==> config.mk <==
export PLATFORM = sky130hd
export DESIGN_NAME = alu_mc
export DESIGN_NICKNAME = d
export VERILOG_FILES = /design/src/rtl/alu_mc.sv
export SDC_FILE = /design/constraint.sdc
export NUM_CORES = 1
export LEC_CHECK = 0
export ABC_AREA = 1
export CORE_MARGIN = 2
export CORE_UTILIZATION = 45
export CTS_BUF_LIST = sky130_fd_sc_hd__clkbuf_8
export CTS_CLUSTER_DIAMETER = 100
export CTS_CLUSTER_SIZE = 10
export DETAILED_ROUTE_END_ITERATION = 8
export REMOVE_ABC_BUFFERS = 1
export SLEW_MARGIN = 20
export SYNTH_ARGS = -nofsm -noshare
export SYNTH_HDL_FRONTEND = slang
export SYNTH_SLANG_ARGS = --single-unit
==> constraint.sdc <==
create_clock -name clk -period 4.3 [get_ports clk]
set_input_delay 0.645 -clock clk [delete_from_list [all_inputs] [get_ports clk]]
set_output_delay 0.645 -clock clk [all_outputs]
set_load 0.03 [all_outputs]
==> src/rtl/alu_mc.sv <==
// alu_mc: multi-cycle ALU with a start/in_ready request side and an out_valid pulse.
// Ops 0-4 finish in one cycle. MUL is an iterative shift-add. SHL/SHR shift one
// bit per cycle. The result and the {Z,N,C,V} flags are registered and hold until
// the next completion.
module alu_mc #(
   parameter int WIDTH = 16,
   parameter int SHW   = $clog2(WIDTH)
) (
   input  logic             clk,
   input  logic             rst,
   input  logic [WIDTH-1:0] a,
   input  logic [WIDTH-1:0] b,
   input  logic [3:0]       op,
   input  logic             start,
   output logic             in_ready,
   output logic [WIDTH-1:0] result,
   output logic [3:0]       flags,
   output logic             out_valid
);

   localparam int CW = SHW + 1;

   localparam logic [1:0] S_IDLE  = 2'd0;
   localparam logic [1:0] S_MUL   = 2'd1;
   localparam logic [1:0] S_SHIFT = 2'd2;

   localparam logic [3:0] OP_ZERO = 4'd0;
   localparam logic [3:0] OP_ADD  = 4'd1;
   localparam logic [3:0] OP_SUB  = 4'd2;
   localparam logic [3:0] OP_AINC = 4'd3;
   localparam logic [3:0] OP_B    = 4'd4;
   localparam logic [3:0] OP_MUL  = 4'd5;
   localparam logic [3:0] OP_SHL  = 4'd6;
   localparam logic [3:0] OP_SHR  = 4'd7;

   localparam logic [CW-1:0] CNT_ONE   = CW'(1);
   localparam logic [CW-1:0] CNT_WIDTH = CW'(WIDTH);

   logic [1:0]         state_q,  state_d;
   logic [2*WIDTH-1:0] acc_q,    acc_d;     // product accumulator; low half doubles as shift value
   logic [2*WIDTH-1:0] mcand_q,  mcand_d;   // multiplicand, moves left one place per iteration
   logic [WIDTH-1:0]   mplier_q, mplier_d;  // multiplier, consumed LSB first
   logic [CW-1:0]      cnt_q,    cnt_d;     // iterations remaining
   logic               dir_q,    dir_d;     // 1 = shift right
   logic [WIDTH-1:0]   result_q, result_d;
   logic [3:0]         flags_q,  flags_d;
   logic               valid_q,  valid_d;

   logic [WIDTH:0]     add_s, sub_s, inc_s;
   logic               add_v_s, sub_v_s, inc_v_s;
   logic               big_shift_s;
   logic [SHW-1:0]     shamt_s;
   logic [2*WIDTH-1:0] prod_s;
   logic [WIDTH-1:0]   sh_val_s;
   logic               sh_out_s;

   // Build the {Z,N,C,V} flag nibble for a completed result.
   function automatic logic [3:0] mk_flags(input logic [WIDTH-1:0] r,
                                           input logic c, input logic v);
      mk_flags = {(r == {WIDTH{1'b0}}), r[WIDTH-1], c, v};
   endfunction

   // Single-cycle arithmetic. The extra top bit is the carry out, or the borrow for SUB.
   assign add_s   = {1'b0, a} + {1'b0, b};
   assign sub_s   = {1'b0, a} - {1'b0, b};
   assign inc_s   = {1'b0, a} + {{WIDTH{1'b0}}, 1'b1};
   assign add_v_s = (a[WIDTH-1] == b[WIDTH-1]) && (add_s[WIDTH-1] != a[WIDTH-1]);
   assign sub_v_s = (a[WIDTH-1] != b[WIDTH-1]) && (sub_s[WIDTH-1] != a[WIDTH-1]);
   assign inc_v_s = !a[WIDTH-1] && inc_s[WIDTH-1];

   // Any bit set above the count field means the shift empties the word.
   assign big_shift_s = |b[WIDTH-1:SHW];
   assign shamt_s     = b[SHW-1:0];

   // One shift-add step, and one single-bit shift step.
   assign prod_s   = acc_q + (mplier_q[0] ? mcand_q : {(2*WIDTH){1'b0}});
   assign sh_val_s = dir_q ? {1'b0, acc_q[WIDTH-1:1]} : {acc_q[WIDTH-2:0], 1'b0};
   assign sh_out_s = dir_q ? acc_q[0] : acc_q[WIDTH-1];

   assign in_ready  = (state_q == S_IDLE) && !rst;
   assign result    = result_q;
   assign flags     = flags_q;
   assign out_valid = valid_q;

   // Next-state logic: accept requests in IDLE, then step the MUL and SHIFT iterations.
   always_comb begin
      state_d  = state_q;
      acc_d    = acc_q;
      mcand_d  = mcand_q;
      mplier_d = mplier_q;
      cnt_d    = cnt_q;
      dir_d    = dir_q;
      result_d = result_q;
      flags_d  = flags_q;
      valid_d  = 1'b0;
      case (state_q)
         S_IDLE: begin
            if (start && in_ready) begin
               case (op)
                  OP_ZERO: begin
                     result_d = {WIDTH{1'b0}};
                     flags_d  = mk_flags({WIDTH{1'b0}}, 1'b0, 1'b0);
                     valid_d  = 1'b1;
                  end
                  OP_ADD: begin
                     result_d = add_s[WIDTH-1:0];
                     flags_d  = mk_flags(add_s[WIDTH-1:0], add_s[WIDTH], add_v_s);
                     valid_d  = 1'b1;
                  end
                  OP_SUB: begin
                     result_d = sub_s[WIDTH-1:0];
                     flags_d  = mk_flags(sub_s[WIDTH-1:0], sub_s[WIDTH], sub_v_s);
                     valid_d  = 1'b1;
                  end
                  OP_AINC: begin
                     result_d = inc_s[WIDTH-1:0];
                     flags_d  = mk_flags(inc_s[WIDTH-1:0], inc_s[WIDTH], inc_v_s);
                     valid_d  = 1'b1;
                  end
                  OP_B: begin
                     result_d = b;
                     flags_d  = mk_flags(b, 1'b0, 1'b0);
                     valid_d  = 1'b1;
                  end
                  OP_MUL: begin
                     acc_d    = {(2*WIDTH){1'b0}};
                     mcand_d  = {{WIDTH{1'b0}}, a};
                     mplier_d = b;
                     cnt_d    = CNT_WIDTH;
                     state_d  = S_MUL;
                  end
                  OP_SHL, OP_SHR: begin
                     if (big_shift_s) begin
                        result_d = {WIDTH{1'b0}};
                        flags_d  = mk_flags({WIDTH{1'b0}}, 1'b0, 1'b0);
                        valid_d  = 1'b1;
                     end else if (shamt_s == {SHW{1'b0}}) begin
                        result_d = a;
                        flags_d  = mk_flags(a, 1'b0, 1'b0);
                        valid_d  = 1'b1;
                     end else begin
                        acc_d   = {{WIDTH{1'b0}}, a};
                        dir_d   = (op == OP_SHR);
                        cnt_d   = {1'b0, shamt_s};
                        state_d = S_SHIFT;
                     end
                  end
                  default: begin
                     result_d = {WIDTH{1'b0}};
                     flags_d  = 4'b0000;
                     valid_d  = 1'b1;
                  end
               endcase
            end else begin
               valid_d = 1'b0;
            end
         end
         S_MUL: begin
            acc_d    = prod_s;
            mcand_d  = {mcand_q[2*WIDTH-2:0], 1'b0};
            mplier_d = {1'b0, mplier_q[WIDTH-1:1]};
            cnt_d    = cnt_q - CNT_ONE;
            if (cnt_q == CNT_ONE) begin
               result_d = prod_s[WIDTH-1:0];
               flags_d  = mk_flags(prod_s[WIDTH-1:0], |prod_s[2*WIDTH-1:WIDTH], 1'b0);
               valid_d  = 1'b1;
               state_d  = S_IDLE;
            end else begin
               state_d = S_MUL;
            end
         end
         S_SHIFT: begin
            acc_d = {{WIDTH{1'b0}}, sh_val_s};
            cnt_d = cnt_q - CNT_ONE;
            if (cnt_q == CNT_ONE) begin
               result_d = sh_val_s;
               flags_d  = mk_flags(sh_val_s, sh_out_s, 1'b0);
               valid_d  = 1'b1;
               state_d  = S_IDLE;
            end else begin
               state_d = S_SHIFT;
            end
         end
         default: begin
            state_d = S_IDLE;
         end
      endcase
   end

   // State and output registers. A synchronous reset also aborts any operation in flight.
   always_ff @(posedge clk) begin
      if (rst) begin
         state_q  <= S_IDLE;
         acc_q    <= {(2*WIDTH){1'b0}};
         mcand_q  <= {(2*WIDTH){1'b0}};
         mplier_q <= {WIDTH{1'b0}};
         cnt_q    <= {CW{1'b0}};
         dir_q    <= 1'b0;
         result_q <= {WIDTH{1'b0}};
         flags_q  <= 4'b0000;
         valid_q  <= 1'b0;
      end else begin
         state_q  <= state_d;
         acc_q    <= acc_d;
         mcand_q  <= mcand_d;
         mplier_q <= mplier_d;
         cnt_q    <= cnt_d;
         dir_q    <= dir_d;
         result_q <= result_d;
         flags_q  <= flags_d;
         valid_q  <= valid_d;
      end
   end

endmodule

==> impl_metrics.tcl, run 1 <==
set metrics [dict create \
    dpl_worst_slack_ns 0.5837 \
    rsz0062_at_grt "no" \
    utilization_pct 50.49 \
    routed-via-count 11880 \
    critPathLaunchType "register" \
    antennaDiodeCount 0 \
    slew_violations 0 \
    tightest_slew_ns 0.7783 \
    clockRootBuffer "clkbuf_8" \
    postCtsSetupRepairBufs 0 \
    multiInputGateArea_sq_um 7223 \
    hpwl_um 32440 \
    cap_violations 0 \
    cts_tree "yes" \
    hold_violations 0 \
    cp_max_fo 17 \
    drt_iter0_drc 845 \
    leakage_uw 0.005733 \
    final_layout_size_suffix_gt1_share_pct 4.400 \
    cts_hold_buf 0 \
    postCtsResizedCells 0 \
    post_drt_via_cell_ratio 5.498 \
    post-route-period-util_pct 80.25 \
    cts_htree_levels 3 \
    remaining_drc_errors 0 \
    synthDistinctLibCells 56 \
    grt_pass1_wl_um 62290 \
    area.sequential_sq_um 2182 \
    io_pins 61 \
    dieWidth_um 157.9 \
    setup_ws_ns 0.8491 \
    cts_made_buffers 9 \
    synthToLayoutAreaGrowth_pct 10.50 \
    clk-insertion-delay-late_ns 0.41 \
    portBuffers 60 \
    synthArstFlopShare_pct 0 \
    placed_cell_area_sq_um 11580 \
    grt_util_all_layers_pct 32.51 \
    start_util_pct 45.69 \
    avgSynthCellArea_sq_um 5.896 \
    cp-end-kind "register" \
    synth_warnings 0 \
    drt_first_pass_iters 8 \
    ys_ff_latch 109 \
    antenna_found_initial 0 \
    final_antenna_net_count 0 \
    grt_start_max_net_pins 57 \
    slew_headroom_pct 48.04 \
    netlist_instances 1808 \
    wl_per_cell_um 18.53 \
    die_h_um 157.9 \
    dieArea_sq_um 24940 \
    synth.cell_area_sq_um 10660 \
    routed_wl_um 40030 \
    grt_pass1_vias 11280 \
    power_density_nw_per_um2 201.9 \
    core_area_sq_um 23330 \
    synth-main-ff-cell "dfxtp_1" \
    gp_congestion 0.9689 \
    cts_buffer_depth 2 \
    post-route-cell-area_sq_um 11780 \
    peakVddDrop_mv 0.2003 \
    seq_area_frac_synth_pct 20.47 \
    setup_viol 0 \
    num_rows 56 \
    critical_path_arrival_ns 3.73 \
    layout_min_cycle_time_ns 3.451 \
    clk_pin_slew_ns 0.13 \
    synth_edf_count 0 \
    clock_sinks 109 \
    status "completed" \
    max_freq_ghz 0.2898 \
    required_ns 4.58 \
    fill_cells 2603 \
    nets 1952 \
    skew_ns 0.03755 \
    hp-class "reg2reg" \
    path_class "reg2reg" \
    overflow 0 \
]
## synthesized netlist by cell type (3+ instances only)
| cell | count | share of area, % |
|---|---|---|
| o31ai_1 | 3 | 0.21 |
| xor2_1 | 37 | 3.0 |
| o221ai_1 | 4 | 0.33 |
| nor2_1 | 146 | 5.1 |
| nor4_1 | 4 | 0.23 |
| mux2i_1 | 9 | 0.85 |
| nand3_2 | 4 | 0.38 |
| nand3_1 | 111 | 5.2 |
| o2111ai_1 | 3 | 0.25 |
| a31oi_1 | 57 | 3.3 |
| nand3b_1 | 10 | 0.70 |
| nor3_1 | 29 | 1.4 |
| fa_1 | 3 | 0.56 |
| a221oi_1 | 5 | 0.41 |
| inv_1 | 240 | 8.5 |
| xnor2_1 | 10 | 0.82 |
| a32oi_1 | 4 | 0.33 |
| clkinv_1 | 3 | 0.11 |
| inv_2 | 10 | 0.35 |
| buf_2 | 22 | 1.0 |
| a21oi_2 | 3 | 0.25 |
| o32ai_1 | 5 | 0.41 |
| nand2_1 | 549 | 19 |
| a21oi_1 | 103 | 4.8 |
| ha_1 | 74 | 8.7 |
| o21ai_1 | 9 | 0.42 |
| o22ai_1 | 13 | 0.76 |
| clkbuf_1 | 45 | 1.6 |
| dfxtp_1 | 109 | 20 |
| o21ai_0 | 120 | 5.6 |
| or2_2 | 3 | 0.18 |
| nand4_1 | 24 | 1.4 |
| o211ai_1 | 6 | 0.42 |
## kinds of logic (layout without fill, tap and decap cells)
logic type | after synthesis | count (layout) | synth area share, %
compound gates | 348 | 348 | 18.70
flops | 109 | 109 | 20.47
mux | 9 | 9 | 0.8451
simple gates | 892 | 892 | 34.93
xor+xnor | 47 | 47 | 3.861
buf+inv | 326 | 359 | 11.95
fa+ha+maj | 77 | 77 | 9.249
## layer usage
metal	GRT usage [%]	up-vias	share of wire, %
met3	3.969	69	5.6
met2	54.31	388	46
met5	0	-	0
li1	-	5975	-
met4	11.52	0	3.2
met1	43.09	5444	45
## layout make-up
class	instances	share of cell area, %
multi-input cells	1373	61.32
clock inverters	6	0.5311
repair buffers	90	7.010
well taps	319	3.388
inverters	253	8.062
flip-flops and latches	109	18.52
clock buffers	10	1.168
## cells in the final DEF, fill, tap and decap left out, types with 4 or more instances in the layout
cell type,netlist,final
o221ai_1,4,4
o211ai_1,6,6
a21oi_1,103,103
xnor2_1,10,10
inv_1,240,239
nor3_1,29,29
ha_1,74,73
clkdlybuf4s50_1,0,60
o32ai_1,5,5
dfxtp_1,109,109
o21ai_1,9,9
o21ai_0,120,120
buf_4,2,30
xor2_1,37,37
clkbuf_8,0,10
nand3_2,4,4
nand3_1,111,111
nand3b_1,10,10
nor2_1,146,145
nand4_1,24,24
o22ai_1,13,12
inv_2,10,11
mux2i_1,9,9
a221oi_1,5,5
a32oi_1,4,4
a31oi_1,57,57
nand2_1,549,549
nor4_1,4,4
## state kept, by name, indices dropped and copies added, names as in the netlist
register,flops
acc_q,32
out_valid,1
mplier_q,16
flags,4
dir_q,1
result,16
state_q,2
mcand_q,32
cnt_q,5
## where the power goes
group	total [uW]	internal, uW	switching (uW)
Clock	669	243	426
Combinational	652	214	437
Sequential	1060	1040	22.4
Total	2380	1490	886
## through the flow
step | hold WS [ns] | total power, uW | TNS [ns] | cells
3_3_place_gp | 0.4552 | 1723 | 0 | 2144
6_report | 0.4792 | 2378 | 0 | 2160
3_5_place_dp | 0.4602 | 1718 | 0 | 2144
5_1_grt | 0.4938 | 2481 | 0 | 2160
2_1_floorplan | 0.4395 | 1451 | -40.15 | 1735
4_1_cts | 0.4774 | 2374 | 0 | 2160
## critical path: stages (launching register included)
cell	delay, ns
dfxtp_1	0.84
nand2_1	0.12
inv_1	0.08
ha_1	0.27
nand2_1	0.16
inv_1	0.05
a21oi_1	0.33
nor2_1	0.10
o21ai_0	0.35
nand4_1	0.18
nand2_1	0.10
nand2_1	0.05
nor2_1	0.21
nand3_1	0.13
nand2_1	0.11
nand2_1	0.07
nand2_1	0.06
a21oi_1	0.06
## worst paths after layout
check,cells past startpoint,endpoint,start,slack (ns)
max,17,flags[1],mplier_q[0],0.85
min,2,mplier_q[1],mplier_q[2],0.48
max reg2reg,17,flags[1],mplier_q[0],0.85
min reg2reg,2,mplier_q[1],mplier_q[2],0.48
Note: power is estimated with default switching activity, not from simulation.
==> inputs of run 2 (changes only) <==
--- a/config.mk
+++ b/config.mk
@@ -12,6 +12,7 @@
 export CTS_CLUSTER_DIAMETER = 100
 export CTS_CLUSTER_SIZE = 10
 export DETAILED_ROUTE_END_ITERATION = 8
+export PLACE_DENSITY = 0.65
 export REMOVE_ABC_BUFFERS = 1
 export SLEW_MARGIN = 20
 export SYNTH_ARGS = -nofsm -noshare
==> constraint.sdc (replaced) <==
create_clock -name clk -period 2.95 [get_ports clk]
set_input_delay 0.4425 -clock clk [delete_from_list [all_inputs] [get_ports clk]]
set_output_delay 0.4425 -clock clk [all_outputs]
set_load 0.03 [all_outputs]
==> impl_metrics.tcl, run 2 (same netlist as run 1, synthesis figures left out) <==
set metrics [dict create \
    status "completed" \
    required_ns 3.29 \
    path_class "in2reg" \
    core_area_sq_um 23330 \
    r2r-end "flags[3]" \
    antenna_found_initial 0 \
    critPathLaunchType "input pin" \
    dieArea_sq_um 24940 \
    hp-class "reg2reg" \
    p_total_uw 3778 \
    slew_violations 0 \
    drt_iter0_drc 1071 \
    nets 2129 \
    fill_cells 2444 \
    post_drt_via_cell_ratio 5.425 \
    cp-end-kind "register" \
    final_layout_size_suffix_gt1_share_pct 15.66 \
    cp_max_fo 6 \
    clk_pin_slew_ns 0.13 \
    grt_util_all_layers_pct 33.67 \
    final_common_cell "nand2_1" \
    clk-insertion-delay-late_ns 0.40 \
    tightest_slew_ns 0.6638 \
    skew_ns 0.02040 \
    pwr-share-comb_pct 32.8 \
    cts_htree_levels 3 \
    cts_made_buffers 9 \
    grt_pass1_vias 11950 \
    die_h_um 157.9 \
    cap_violations 0 \
    clockRootBuffer "clkbuf_8" \
    overflow 0 \
    clock_sinks 109 \
    dpl_worst_slack_ns -0.3794 \
    routed_wl_um 41840 \
    routed-via-count 12680 \
    netSwitchingFraction_pct 36.77 \
    gp_congestion 0.9640 \
    grt_start_max_net_pins 80 \
    cts_tree "yes" \
    final_antenna_net_count 0 \
    post-route-period-util_pct 95.63 \
    utilization_pct 57.54 \
    start_util_pct 45.69 \
    reg_top3 "acc_q: 32 flops, mcand_q: 32 flops" \
    drt_first_pass_iters 8 \
    reg2reg_setup_slack_ns 0.19 \
    grt_pass1_wl_um 64970 \
    hp-start "mplier_q[1]" \
    cts_buffer_depth 2 \
    wl_per_cell_um 17.90 \
    max_freq_ghz 0.3545 \
    critical_path_arrival_ns 3.16 \
    setup_viol 0 \
    multiInputGateArea_sq_um 7446 \
    io_pins 61 \
    synthToLayoutAreaGrowth_pct 25.94 \
    area.sequential_sq_um 2183 \
    hold_violations 0 \
    setup_ws_ns 0.1288 \
    whs_path_depth 2 \
    reg2reg_depth 18 \
    pwr-share-clk_pct 26.4 \
    remaining_drc_errors 0 \
    layout_min_cycle_time_ns 2.821 \
    leakage_uw 0.006684 \
    seqPwrFrac_pct 40.8 \
    internal-power_uw 2389 \
    dieWidth_um 157.9 \
    peakVddDrop_mv 0.1858 \
    hold_end "mplier_q[0]" \
    power_density_nw_per_um2 281.4 \
    antennaDiodeCount 0 \
    portBuffers 60 \
    switching_power_uw 1389 \
    rr_startpoint "mplier_q[0]" \
    slew_headroom_pct 55.41 \
    final_cell_mix "nand2_1 (537), inv_1 (239), buf_4 (201)" \
    num_rows 56 \
    hpwl_um 34140 \
    fin_setup_tns_ns 0 \
]
## run 2: cell types whose count changed in the layout (fill, tap and decap cells not counted), moves of 6 or more
| cell | change |
|---|---|
| buf_4 | +171 |
| nor2_1 | -16 |
| ha_2 | +7 |
| nor2_2 | +15 |
| ha_1 | -9 |
| nand2_2 | +12 |
| nor3_1 | -6 |
| a21oi_2 | +6 |
| nand2_1 | -12 |
| a21oi_1 | -6 |
## run 2: critical path: stages
cell and delay (ns):
clkdlybuf4s50_1 0.47, inv_1 0.06, ha_1 0.31, buf_4 0.16, o21ai_0 0.16, a31oi_1 0.45, nand3_1 0.26, xor2_2 0.28
nand3_1 0.13, nor2_1 0.10, nand3_1 0.07, nand3_1 0.07, nand2_1 0.06, a21oi_2 0.13
## run 2: cell type report
type                            instances  share of cell area, %
Clock inverter                          7                 0.6431
Timing Repair Buffer                  267                  16.66
Sequential cell                       109                  16.26
Multi-Input combinational cell       1373                  55.46
Inverter                              253                  7.074
Clock buffer                            9                 0.9226
Tap cell                              319                  2.973
## run 2: repair_timing
item	4_1_cts	5_1_grt
setup endpoints to repair	2	8
setup buffers	0	7
pin swaps	0	14
hold buffers	0	0
gates resized for setup	3	67
## run 2: worst max path at each step
stage	startpoint	to	slack, ns	depth (start not counted)
floorplan	state_q[1]	mcand_q[16]	-2.46	7
global placement	b[6]	flags[3]	-0.38	15
detailed placement	a[4]	flags[3]	-0.38	21
CTS	mplier_q[0]	flags[1]	0.02	21
global route	mplier_q[0]	flags[1]	-0.02	21
finish	b[6]	flags[3]	0.13	14
## run 2: routing by layer
metal | part of all wire [%] | GRT usage [%]
met5 | 0 | 0
met4 | 3.2 | 12.34
met3 | 5.7 | 3.066
met2 | 48 | 58.94
met1 | 43 | 42.93
## run 2: power by group through the flow
| stage | clock network [uW] | logic, uW | registers [uW] |
|---|---|---|---|
| floorplan | 0 | 512 | 1600 |
| finish | 997 | 1240 | 1540 |
| CTS | 1010 | 1220 | 1540 |
| detailed placement | 0 | 1210 | 1570 |
| global route | 1060 | 1340 | 1540 |
| global placement | 0 | 1210 | 1570 |
## run 2: stage by stage
step           hold WS [ns]  instances  area (sq um)
2_1_floorplan        0.4395       1735         10340
3_3_place_gp         0.4571       2314         12920
3_5_place_dp         0.4596       2314         12920
4_1_cts              0.4700       2330         13140
5_1_grt              0.4799       2337         13430
6_report             0.4613       2337         13430
==> inputs of run 3 (changes only) <==
--- a/config.mk
+++ b/config.mk
@@ -6,13 +6,15 @@
 export NUM_CORES = 1
 export LEC_CHECK = 0
 export ABC_AREA = 1
+export CELL_PAD_IN_SITES_DETAIL_PLACEMENT = 1
+export CELL_PAD_IN_SITES_GLOBAL_PLACEMENT = 1
 export CORE_MARGIN = 2
-export CORE_UTILIZATION = 45
+export CORE_UTILIZATION = 40
 export CTS_BUF_LIST = sky130_fd_sc_hd__clkbuf_8
 export CTS_CLUSTER_DIAMETER = 100
 export CTS_CLUSTER_SIZE = 10
 export DETAILED_ROUTE_END_ITERATION = 8
-export PLACE_DENSITY = 0.65
+export PLACE_DENSITY_LB_ADDON = 0.1
 export REMOVE_ABC_BUFFERS = 1
 export SLEW_MARGIN = 20
 export SYNTH_ARGS = -nofsm -noshare
==> impl_metrics.tcl, run 3 (same netlist as run 1, synthesis figures left out) <==
set metrics [dict create \
    status "complete, but fails checks" \
    violations "DRC" \
    critPathLaunchType "register" \
    placed_cell_area_sq_um 12990 \
    final_common_cell "nand2_1" \
    post-route-period-util_pct 97.34 \
    p_total_uw 3824 \
    gp_congestion 0.9784 \
    die_h_um 167.3 \
    final_layout_size_suffix_gt1_share_pct 18.11 \
    cts_buffer_depth 2 \
    fill_cells 3642 \
    cts_made_buffers 9 \
    dieArea_sq_um 27970 \
    rsz0062_at_grt "yes" \
    final_antenna_net_count 0 \
    clockRootBuffer "clkbuf_8" \
    grt_pass1_vias 13500 \
    cap_violations 0 \
    critical_path_arrival_ns 3.15 \
    post_drt_via_cell_ratio 5.614 \
    tightest_slew_ns 0.6654 \
    drt_first_pass_iters 7 \
    path_class "reg2reg" \
    overflow 0 \
    hpwl_um 40360 \
    portBuffers 60 \
    hold_violations 0 \
    routed-via-count 13260 \
    skew_ns 0.02793 \
    leakage_uw 0.006696 \
    required_ns 3.23 \
    cp_max_fo 20 \
    layout_min_cycle_time_ns 2.872 \
    cp-end-kind "register" \
    nets 2137 \
    clock_sinks 109 \
    area.sequential_sq_um 2183 \
    grt_util_all_layers_pct 34.35 \
    final_cell_mix "nand2_1 (520), inv_1 (234), buf_4 (213)" \
    slew_headroom_pct 55.57 \
    dieWidth_um 167.3 \
    grt_start_max_net_pins 87 \
    io_pins 61 \
    cts_tree "yes" \
    reg_top3 "acc_q: 32 flops, mcand_q: 32 flops" \
    routed_wl_um 49530 \
    synthToLayoutAreaGrowth_pct 28.84 \
    num_rows 59 \
    drt_iter0_drc 985 \
    grt_pass1_wl_um 75420 \
    wl_per_cell_um 20.98 \
    remaining_drc_errors 2 \
    cts_htree_levels 3 \
    multiInputGateArea_sq_um 7712 \
    peakVddDrop_mv 0.2791 \
    start_util_pct 40.79 \
    clk_pin_slew_ns 0.13 \
    max_freq_ghz 0.3482 \
    setup_viol 0 \
    core_area_sq_um 26130 \
    power_density_nw_per_um2 278.4 \
    antennaDiodeCount 0 \
    slew_violations 0 \
    clk-insertion-delay-late_ns 0.41 \
    post-route-cell-area_sq_um 13730 \
    utilization_pct 52.56 \
    hp-class "reg2reg" \
    antenna_found_initial 1 \
]
## run 3: final timing paths
kind / from / end / slack, ns / cells past startpoint
worst min register to register: flags[0] / flags[0] / 0.48 / 2
worst max register to register: mplier_q[0] / flags[1] / 0.08 / 21
worst max-delay path: mplier_q[0] / flags[1] / 0.08 / 21
worst min-delay path: flags[0] / flags[0] / 0.48 / 2
## run 3: area by class of cell
| class | count | share of cell area (%) |
|---|---|---|
| Clock buffer | 9 | 0.9019 |
| Clock inverter | 7 | 0.6286 |
| Inverter | 253 | 6.914 |
| Multi-Input combinational cell | 1373 | 56.15 |
| Sequential cell | 109 | 15.90 |
| Tap cell | 335 | 3.052 |
| Timing Repair Buffer | 275 | 16.45 |
## run 3: power breakdown
part	switching, uW	leakage, uW	internal [uW]
logic	754	0.00571	520
clock network	664	0.000105	344
registers	31.3	0.000883	1510
## run 3: repair_timing
action,4_1_cts,5_1_grt
pin swaps,0,19
endpoints found under the setup margin,4,10
hold buffers,0,0
setup buffers,0,4
resized for setup,15,104
## run 3: stage by stage
stage	std cells	TNS (ns)	setup slack, ns	hold WS (ns)
after floorplan	1735	-112.71	-2.457	0.4395
after global placement	2341	-2.725	-0.3020	0.4570
after detailed placement	2341	-3.860	-0.4645	0.4612
after CTS	2357	0	0.001916	0.4782
after global routing	2361	-0.1028	-0.06459	0.4931
final	2361	0	0.07846	0.4777
## run 3: critical path, cell delays in order (launching register included)
cell and delay [ns]:
dfxtp_2 0.35, buf_12 0.15, nand2_1 0.08, inv_1 0.05, ha_1 0.22, fa_2 0.38
nand3_1 0.12, nand3_2 0.11, nand2_1 0.10, nand2_2 0.08, nand2_1 0.12, nand3_1 0.10
nand2_1 0.07, nand2_1 0.08, nor2_1 0.10, nand2_1 0.12, nor2_1 0.11, nand3_1 0.09
nand2_2 0.12, nand2_1 0.08, nand2_1 0.08, a21oi_2 0.06
## run 3: layer usage
| metal | wire length [um] | GRT usage, % | part of all wire [%] |
|---|---|---|---|
| met1 | 21690 | 45.60 | 44 |
| met2 | 23070 | 57.77 | 47 |
| met3 | 2566 | 3.073 | 5.2 |
| met4 | 2188 | 13.53 | 4.4 |
| met5 | 13 | 0 | 0.026 |
